==> config.mk <==
export PLATFORM = sky130hd
export DESIGN_NAME = rv_dmem_responder
export DESIGN_NICKNAME = d
export VERILOG_FILES = /design/src/rtl/rv_dmem_pkg.sv /design/src/rtl/rv_dmem_responder.sv
export SDC_FILE = /design/constraint.sdc
export NUM_CORES = 1
export LEC_CHECK = 0
export CORE_MARGIN = 2
export CORE_UTILIZATION = 43
export CTS_CLUSTER_SIZE = 12
export DETAILED_ROUTE_END_ITERATION = 8
export PLACE_DENSITY = 0.85
export SLEW_MARGIN = 25
export SYNTH_ARGS = -nofsm -noshare
export SYNTH_HDL_FRONTEND = slang
export SYNTH_SLANG_ARGS = --single-unit
==> constraint.sdc <==
create_clock -name clk_i -period 3.15 [get_ports clk_i]
set_input_delay 0.945 -clock clk_i [delete_from_list [all_inputs] [get_ports clk_i]]
set_output_delay 0.945 -clock clk_i [all_outputs]
set_load 0.02 [all_outputs]
==> src/rtl/rv_dmem_pkg.sv <==
// Shared definitions for the uRV data-memory responder: FSM encodings,
// the word returned for failed loads and the wait-counter width.
package rv_dmem_pkg;

   typedef enum logic [1:0] {
      ST_IDLE   = 2'd0,
      ST_WAIT   = 2'd1,
      ST_ACCESS = 2'd2,
      ST_RESP   = 2'd3
   } dmem_state_t;

   localparam logic [31:0] DMEM_ERR_DATA = 32'h0;
   localparam int          WAIT_CNT_W    = 3;

endpackage

==> src/rtl/rv_dmem_responder.sv <==
// Target end of the uRV data-memory interface: accepts one load/store at a
// time, inserts WAIT_STATES cycles, then drives a 1-cycle-latency SRAM.
module rv_dmem_responder
   import rv_dmem_pkg::*;
#(
   parameter int ADDR_WIDTH  = 12,
   parameter int WAIT_STATES = 1
) (
   input  logic                  clk_i,
   input  logic                  rst_n_i,
   input  logic [31:0]           dm_addr_i,
   input  logic [31:0]           dm_data_s_i,
   input  logic [3:0]            dm_data_select_i,
   input  logic                  dm_load_i,
   input  logic                  dm_store_i,
   output logic                  dm_ready_o,
   output logic [31:0]           dm_data_l_o,
   output logic                  dm_load_done_o,
   output logic                  dm_store_done_o,
   output logic                  dm_err_o,
   output logic                  ram_en_o,
   output logic [3:0]            ram_we_o,
   output logic [ADDR_WIDTH-1:0] ram_addr_o,
   output logic [31:0]           ram_wdata_o,
   input  logic [31:0]           ram_rdata_i
);

   localparam logic [WAIT_CNT_W-1:0] WAIT_LOAD =
      (WAIT_STATES > 0) ? WAIT_CNT_W'(WAIT_STATES - 1) : '0;

   dmem_state_t             r_state;
   dmem_state_t             w_state_next;
   logic [WAIT_CNT_W-1:0]   r_wcnt;
   logic [WAIT_CNT_W-1:0]   w_wcnt_next;
   logic                    r_ready;
   logic [ADDR_WIDTH-1:0]   r_addr;
   logic [31:0]             r_wdata;
   logic [3:0]              r_sel;
   logic                    r_is_store;
   logic                    r_both;
   logic                    r_range_err;
   logic [31:0]             r_data_l;
   logic                    r_load_done;
   logic                    r_store_done;
   logic                    r_err;
   logic                    w_accept;
   logic                    w_range_err;
   logic                    w_ram_en;
   logic [3:0]              w_ram_we;
   logic                    w_unused;

   // Byte offset bits are meaningless for a word-wide port.
   assign w_unused    = &{1'b0, dm_addr_i[1:0]};
   assign w_accept    = r_ready & (dm_load_i | dm_store_i);
   assign w_range_err = |dm_addr_i[31:ADDR_WIDTH+2];

   always_comb begin
      w_state_next = r_state;
      w_wcnt_next  = r_wcnt;
      w_ram_en     = 1'b0;
      w_ram_we     = 4'b0000;
      case (r_state)
         ST_IDLE: begin
            if (w_accept) begin
               w_wcnt_next  = WAIT_LOAD;
               w_state_next = (WAIT_STATES > 0) ? ST_WAIT : ST_ACCESS;
            end
         end
         ST_WAIT: begin
            if (r_wcnt == '0) begin
               w_state_next = ST_ACCESS;
            end else begin
               w_wcnt_next = r_wcnt - 1'b1;
            end
         end
         ST_ACCESS: begin
            // Out-of-range requests still walk the FSM but never touch the RAM.
            w_ram_en     = ~r_range_err;
            w_ram_we     = (r_is_store && !r_range_err) ? r_sel : 4'b0000;
            w_state_next = ST_RESP;
         end
         ST_RESP: begin
            w_state_next = ST_IDLE;
         end
         default: begin
            w_state_next = ST_IDLE;
         end
      endcase
   end

   always_ff @(posedge clk_i or negedge rst_n_i) begin
      if (!rst_n_i) begin
         r_state      <= ST_IDLE;
         r_wcnt       <= '0;
         r_ready      <= 1'b0;
         r_addr       <= '0;
         r_wdata      <= '0;
         r_sel        <= '0;
         r_is_store   <= 1'b0;
         r_both       <= 1'b0;
         r_range_err  <= 1'b0;
         r_data_l     <= '0;
         r_load_done  <= 1'b0;
         r_store_done <= 1'b0;
         r_err        <= 1'b0;
      end else begin
         r_state      <= w_state_next;
         r_wcnt       <= w_wcnt_next;
         r_ready      <= (w_state_next == ST_IDLE);
         r_load_done  <= (r_state == ST_RESP) && !r_is_store;
         r_store_done <= (r_state == ST_RESP) && r_is_store;
         r_err        <= (r_state == ST_RESP) && (r_range_err || r_both);
         if (w_accept) begin
            r_addr      <= dm_addr_i[ADDR_WIDTH+1:2];
            r_wdata     <= dm_data_s_i;
            r_sel       <= dm_data_select_i;
            r_is_store  <= dm_store_i;
            r_both      <= dm_load_i & dm_store_i;
            r_range_err <= w_range_err;
         end
         // RAM read data is valid in RESP, one cycle after the ACCESS enable.
         if ((r_state == ST_RESP) && !r_is_store) begin
            r_data_l <= r_range_err ? DMEM_ERR_DATA : ram_rdata_i;
         end
      end
   end

   assign dm_ready_o      = r_ready;
   assign dm_data_l_o     = r_data_l;
   assign dm_load_done_o  = r_load_done;
   assign dm_store_done_o = r_store_done;
   assign dm_err_o        = r_err;
   assign ram_en_o        = w_ram_en;
   assign ram_we_o        = w_ram_we;
   assign ram_addr_o      = r_addr;
   assign ram_wdata_o     = r_wdata;

endmodule

Word-level counts from Yosys, hierarchy flattened

Index checks and enable logic that the tools add are counted.

RAM bits: 0
Memories kept: 0
Bits in read-only memories: 0
Word-level logic and storage cells: 46
Bits in latches: 0
Bits in registers: 92

Eq/ne operators: 5
Magnitude comparators: 0
Shift-type cells: 0
Bitwise operators: 4
Reduce and logical (&&, ||, !) cells: 13
Add/sub/neg operators: 1
$mul: 0
Div/mod/pow operators: 0
Muxes and demuxes: 10

Operator list:

| kind                                                 | number |
|---|---|
| two-way mux 32 bit                                   | 1 |
| OR reduction 18 bit                                  | 1 |
| two-way mux 4 bit                                    | 2 |
| one-hot mux 2 bit (4 select lines)                   | 1 |
| two-way mux 3 bit                                    | 2 |
| one-hot mux 3 bit (2 select lines)                   | 1 |
| equality test 2 bit (second input constant)          | 2 |
| logical AND 1 bit                                    | 4 |
| logical NOT 2 bit                                    | 2 |
| two-way mux 2 bit                                    | 2 |
| != test 2 bit (second input constant)                | 2 |
| logical NOT 3 bit                                    | 1 |
| AND reduction 3 bit                                  | 1 |
| subtractor 3 x 1 -> 3 bit (second input constant)    | 1 |
| AND 1 bit                                            | 2 |
| equality test 2 x 1 -> 1 bit (second input constant) | 1 |
| logical NOT 1 bit                                    | 2 |
| nonzero test 2 bit                                   | 1 |
| logical OR 1 bit                                     | 1 |
| two-way mux 1 bit                                    | 1 |
| NOT 1 bit                                            | 1 |
| OR 1 bit                                             | 1 |

Depth between registers and ports, before layout

Word-level depth: 5
Depth in mapped cells: 7
Gate-level depth less buffers: 6

Least setup slack after synthesis

OpenSTA, ideal clock, no wires.

Path type: register to output
Start point: register r_state[0]
End point: output ram_we_o[0]
Setup slack: 0.859 ns
Arrival: 1.346 ns
Cell stages (with the launch flop): 5
Required time: 2.205 ns
Path through: dfrtp_1 -> buf_4 -> nand2b_1 -> nor2_1 -> and3_1

Cells in the longest elaborated chain, start to end: 2

Ends and longest elaborated chain:

| element                | line                     | RTL |
|---|---|---|
| start, declared        | rv_dmem_responder.sv:31  | `dmem_state_t r_state;` |
| start signal, assigned | rv_dmem_responder.sv:107 | `r_state <= w_state_next;` |
| equality test 2 bit    | rv_dmem_responder.sv:62  | `case (r_state)` |
| two-way mux 4 bit      | rv_dmem_responder.sv:62  |  |
| end, declared          | rv_dmem_responder.sv:22  | `output logic [3:0] ram_we_o,` |

No other way between the ends.

Worst setup path after layout

Same ends and word-level chain as after synthesis.

==> flow_metrics.tcl <==
set metrics [dict create \
    ctsRootBufferMaster "clkbuf_8" \
    async_reset_ff_frac 1.00 \
    firstDrtPassIters 5 \
    min_period_ns 3.02 \
    dieArea_um2 9640 \
    drc 0 \
    utilization 0.687 \
    ir_drop_v 0.000527 \
    cts_resized 0 \
    grt_first_pass_wirelength_um 16500 \
    clock_sinks 92 \
    yosysTopAreaCell "dfrtp_1" \
    setup.worst_path.end_class "output pin" \
    wl_per_cell_um 14.5 \
    start_kind "flop" \
    ios 189 \
    num_rows 34 \
    synth_area_um2 3810 \
    rsz0062_at_grt "no" \
    viasPerCell 4.81 \
    setup_viol 0 \
    initial_utilization 0.439 \
    dp_cells 684 \
    final_layout_size_suffix_gt1_frac 0.0778 \
    numPortBuffers 186 \
    diodes 0 \
    finalPower_mw 5.16 \
    h-tree-depth 3 \
    cp_max_fo 10 \
    netlist-cell-type-count 27 \
    tightest_slew_ns 0.606 \
    clk_path_buf_depth 2 \
    grt_pass1_vias 3370 \
    post-route-period-util 0.958 \
    grt_max_degree 48 \
    totalWireLength_um 10200 \
    fin_ws_ns 0.133 \
    coreArea_um2 8680 \
    yosys_most_used_dff "dfrtp_1" \
    yosysMostFrequentCell "nand2_1" \
    tns_ns 0 \
    post-cts-setup-buffer-count 0 \
    layout.cells.non_filler 699 \
    crit_type "flop to output pin" \
    hold_start "ram_wdata_o[17]$_DFFE_PN0P_" \
    power.density_nw_per_um2 865 \
    dpl_worst_slack_ns 0.498 \
    dpl.hpwl_um 7660 \
    skew_ns 0.00912 \
    vias 3359 \
    maxSlewViolCount 0 \
    outcome "finished, final reports clean" \
    fmax_ghz 0.331 \
    grt_overflow 0 \
    ys_top_cells_by_count "181 x nand2_1, 92 x dfrtp_1, 37 x nand2b_1" \
    required_ns 2.20 \
    clk_pin_slew_ns 0.08 \
    synth_fp_nets 509 \
    ctsHoldBuffers 0 \
    insertion_delay_ns 0.34 \
    slew_headroom 0.596 \
    synth_area_per_cell_um2 9.46 \
    synth_seq_cells 92 \
    drtAntennaViolNets 0 \
    syn_inst 403 \
    grt.total_usage 0.215 \
    drv_cap 0 \
    yosysWarnings 0 \
    die_h_um 98.2 \
    die_w_um 98.2 \
    nets 693 \
    synth.top_cell.area_share 0.604 \
    synth_edf_count 0 \
    leakage_nw 2.73 \
    finalHoldViolCount 0 \
    grt_antenna_before_repair 0 \
    drt_iter0_markers 75 \
    cts_buffers 9 \
    cts_tree "yes" \
    synth-seq-area-share 0.604 \
    area_growth_pct 56.4 \
    crit_path_start "r_state[0]$_DFF_PN0_" \
    r2r-start "r_state[0]$_DFF_PN0_" \
    crit_arrival_ns 2.07 \
    gp_congestion 0.772 \
    netlist_top_cells_area "dfrtp_1 60%, nand2_1 18%, nand2b_1 6.1%, o21ai_2 3.9%, o21ai_1 2.1%" \
    hold_class "flop to flop" \
]
==> layout by cell type, fill, tap and decap left out, types with 3 or more instances in the layout <==
| cell | count |
|---|---|
| clkdlybuf4s50_1 | 184 |
| nand2_1 | 181 |
| dfrtp_1 | 92 |
| nand2b_1 | 37 |
| o21ai_2 | 17 |
| o21ai_1 | 15 |
| clkbuf_8 | 10 |
| buf_4 | 9 |
| nor2_1 | 5 |
| and3_1 | 5 |
| inv_1 | 4 |
| nor4_1 | 4 |
| a22o_1 | 3 |
| nand3_1 | 3 |
| clkinvlp_4 | 3 |
==> flip-flops by register name, summed over array words and instances, names as in the netlist <==
signal           flops
dm_load_done_o       1
dm_store_done_o      1
r_both               1
r_wcnt               3
r_range_err          1
r_sel                4
dm_err_o             1
ram_addr_o          12
r_state              2
ram_wdata_o         32
dm_ready_o           1
dm_data_l_o         32
r_is_store           1
==> per-stage QoR <==
step / hold slack [ns] / instance area [µm²]
after floorplan: 0.438 / 3810
after global placement: 0.451 / 5760
after detailed placement: 0.461 / 5760
after CTS: 0.483 / 5960
after global routing: 0.503 / 5960
final: 0.477 / 5960
==> power by group <==
| part | internal [mW] | switching [mW] |
|---|---|---|
| clock | 0.387 | 0.408 |
| sequential | 1.65 | 0.288 |
| combinational | 1.11 | 1.31 |
==> metal layers <==
| layer | GRT usage | share of wire | wire length (µm) | vias up |
|---|---|---|---|---|
| met5 | 0 | 0 | 0 | - |
| met4 | 0.0622 | 0.014 | 145 | 0 |
| met3 | 0.0644 | 0.089 | 901 | 12 |
| met2 | 0.359 | 0.48 | 4870 | 148 |
| met1 | 0.273 | 0.42 | 4230 | 1567 |
| li1 | - | - | - | 1632 |
==> critical path: stages (launching register included) <==
cell and delay [ns]:
dfrtp_1 0.49, nand2b_1 0.20, nor2_1 0.22, and3_1 0.19, clkdlybuf4s50_1 0.64
==> cell type report <==
| type | count | area [µm²] |
|---|---|---|
| tap | 108 | 135 |
| multi-input combinational | 285 | 1370 |
| inverter | 4 | 15.0 |
| sequential | 92 | 2300 |
| clock buffer | 10 | 138 |
| timing repair buffer | 195 | 1940 |
| fill | 674 | 2720 |
| clock inverter | 5 | 61.3 |
==> final timing paths <==
path / end / depth (start not counted) / slack [ns]
setup / recovery: ram_we_o[0] / 4 / 0.13
hold / removal: ram_wdata_o[17]$_DFFE_PN0P_ / 2 / 0.48
setup reg to reg: dm_data_l_o[6]$_DFFE_PN0P_ / 5 / 1.46
hold reg to reg: ram_wdata_o[17]$_DFFE_PN0P_ / 2 / 0.48
max in group asynchronous: dm_data_l_o[8]$_DFFE_PN0P_ / 2 / 1.80
min in group asynchronous: dm_data_l_o[24]$_DFFE_PN0P_ / 1 / 0.59
==> cells by family (layout without fill, tap and decap cells) <==
kind of cell	after synthesis	count (layout)	synth area share
adder cells (fa/ha/maj)	2	2	0.00656
buffers and inverters	26	214	0.0400
multiplexers	1	1	0.00263
flip-flops	92	92	0.604
AND/OR/NAND/NOR	239	239	0.269
AO/OA/AOI/OAI	43	43	0.0778
Note: power is estimated with default switching activity, not from simulation.
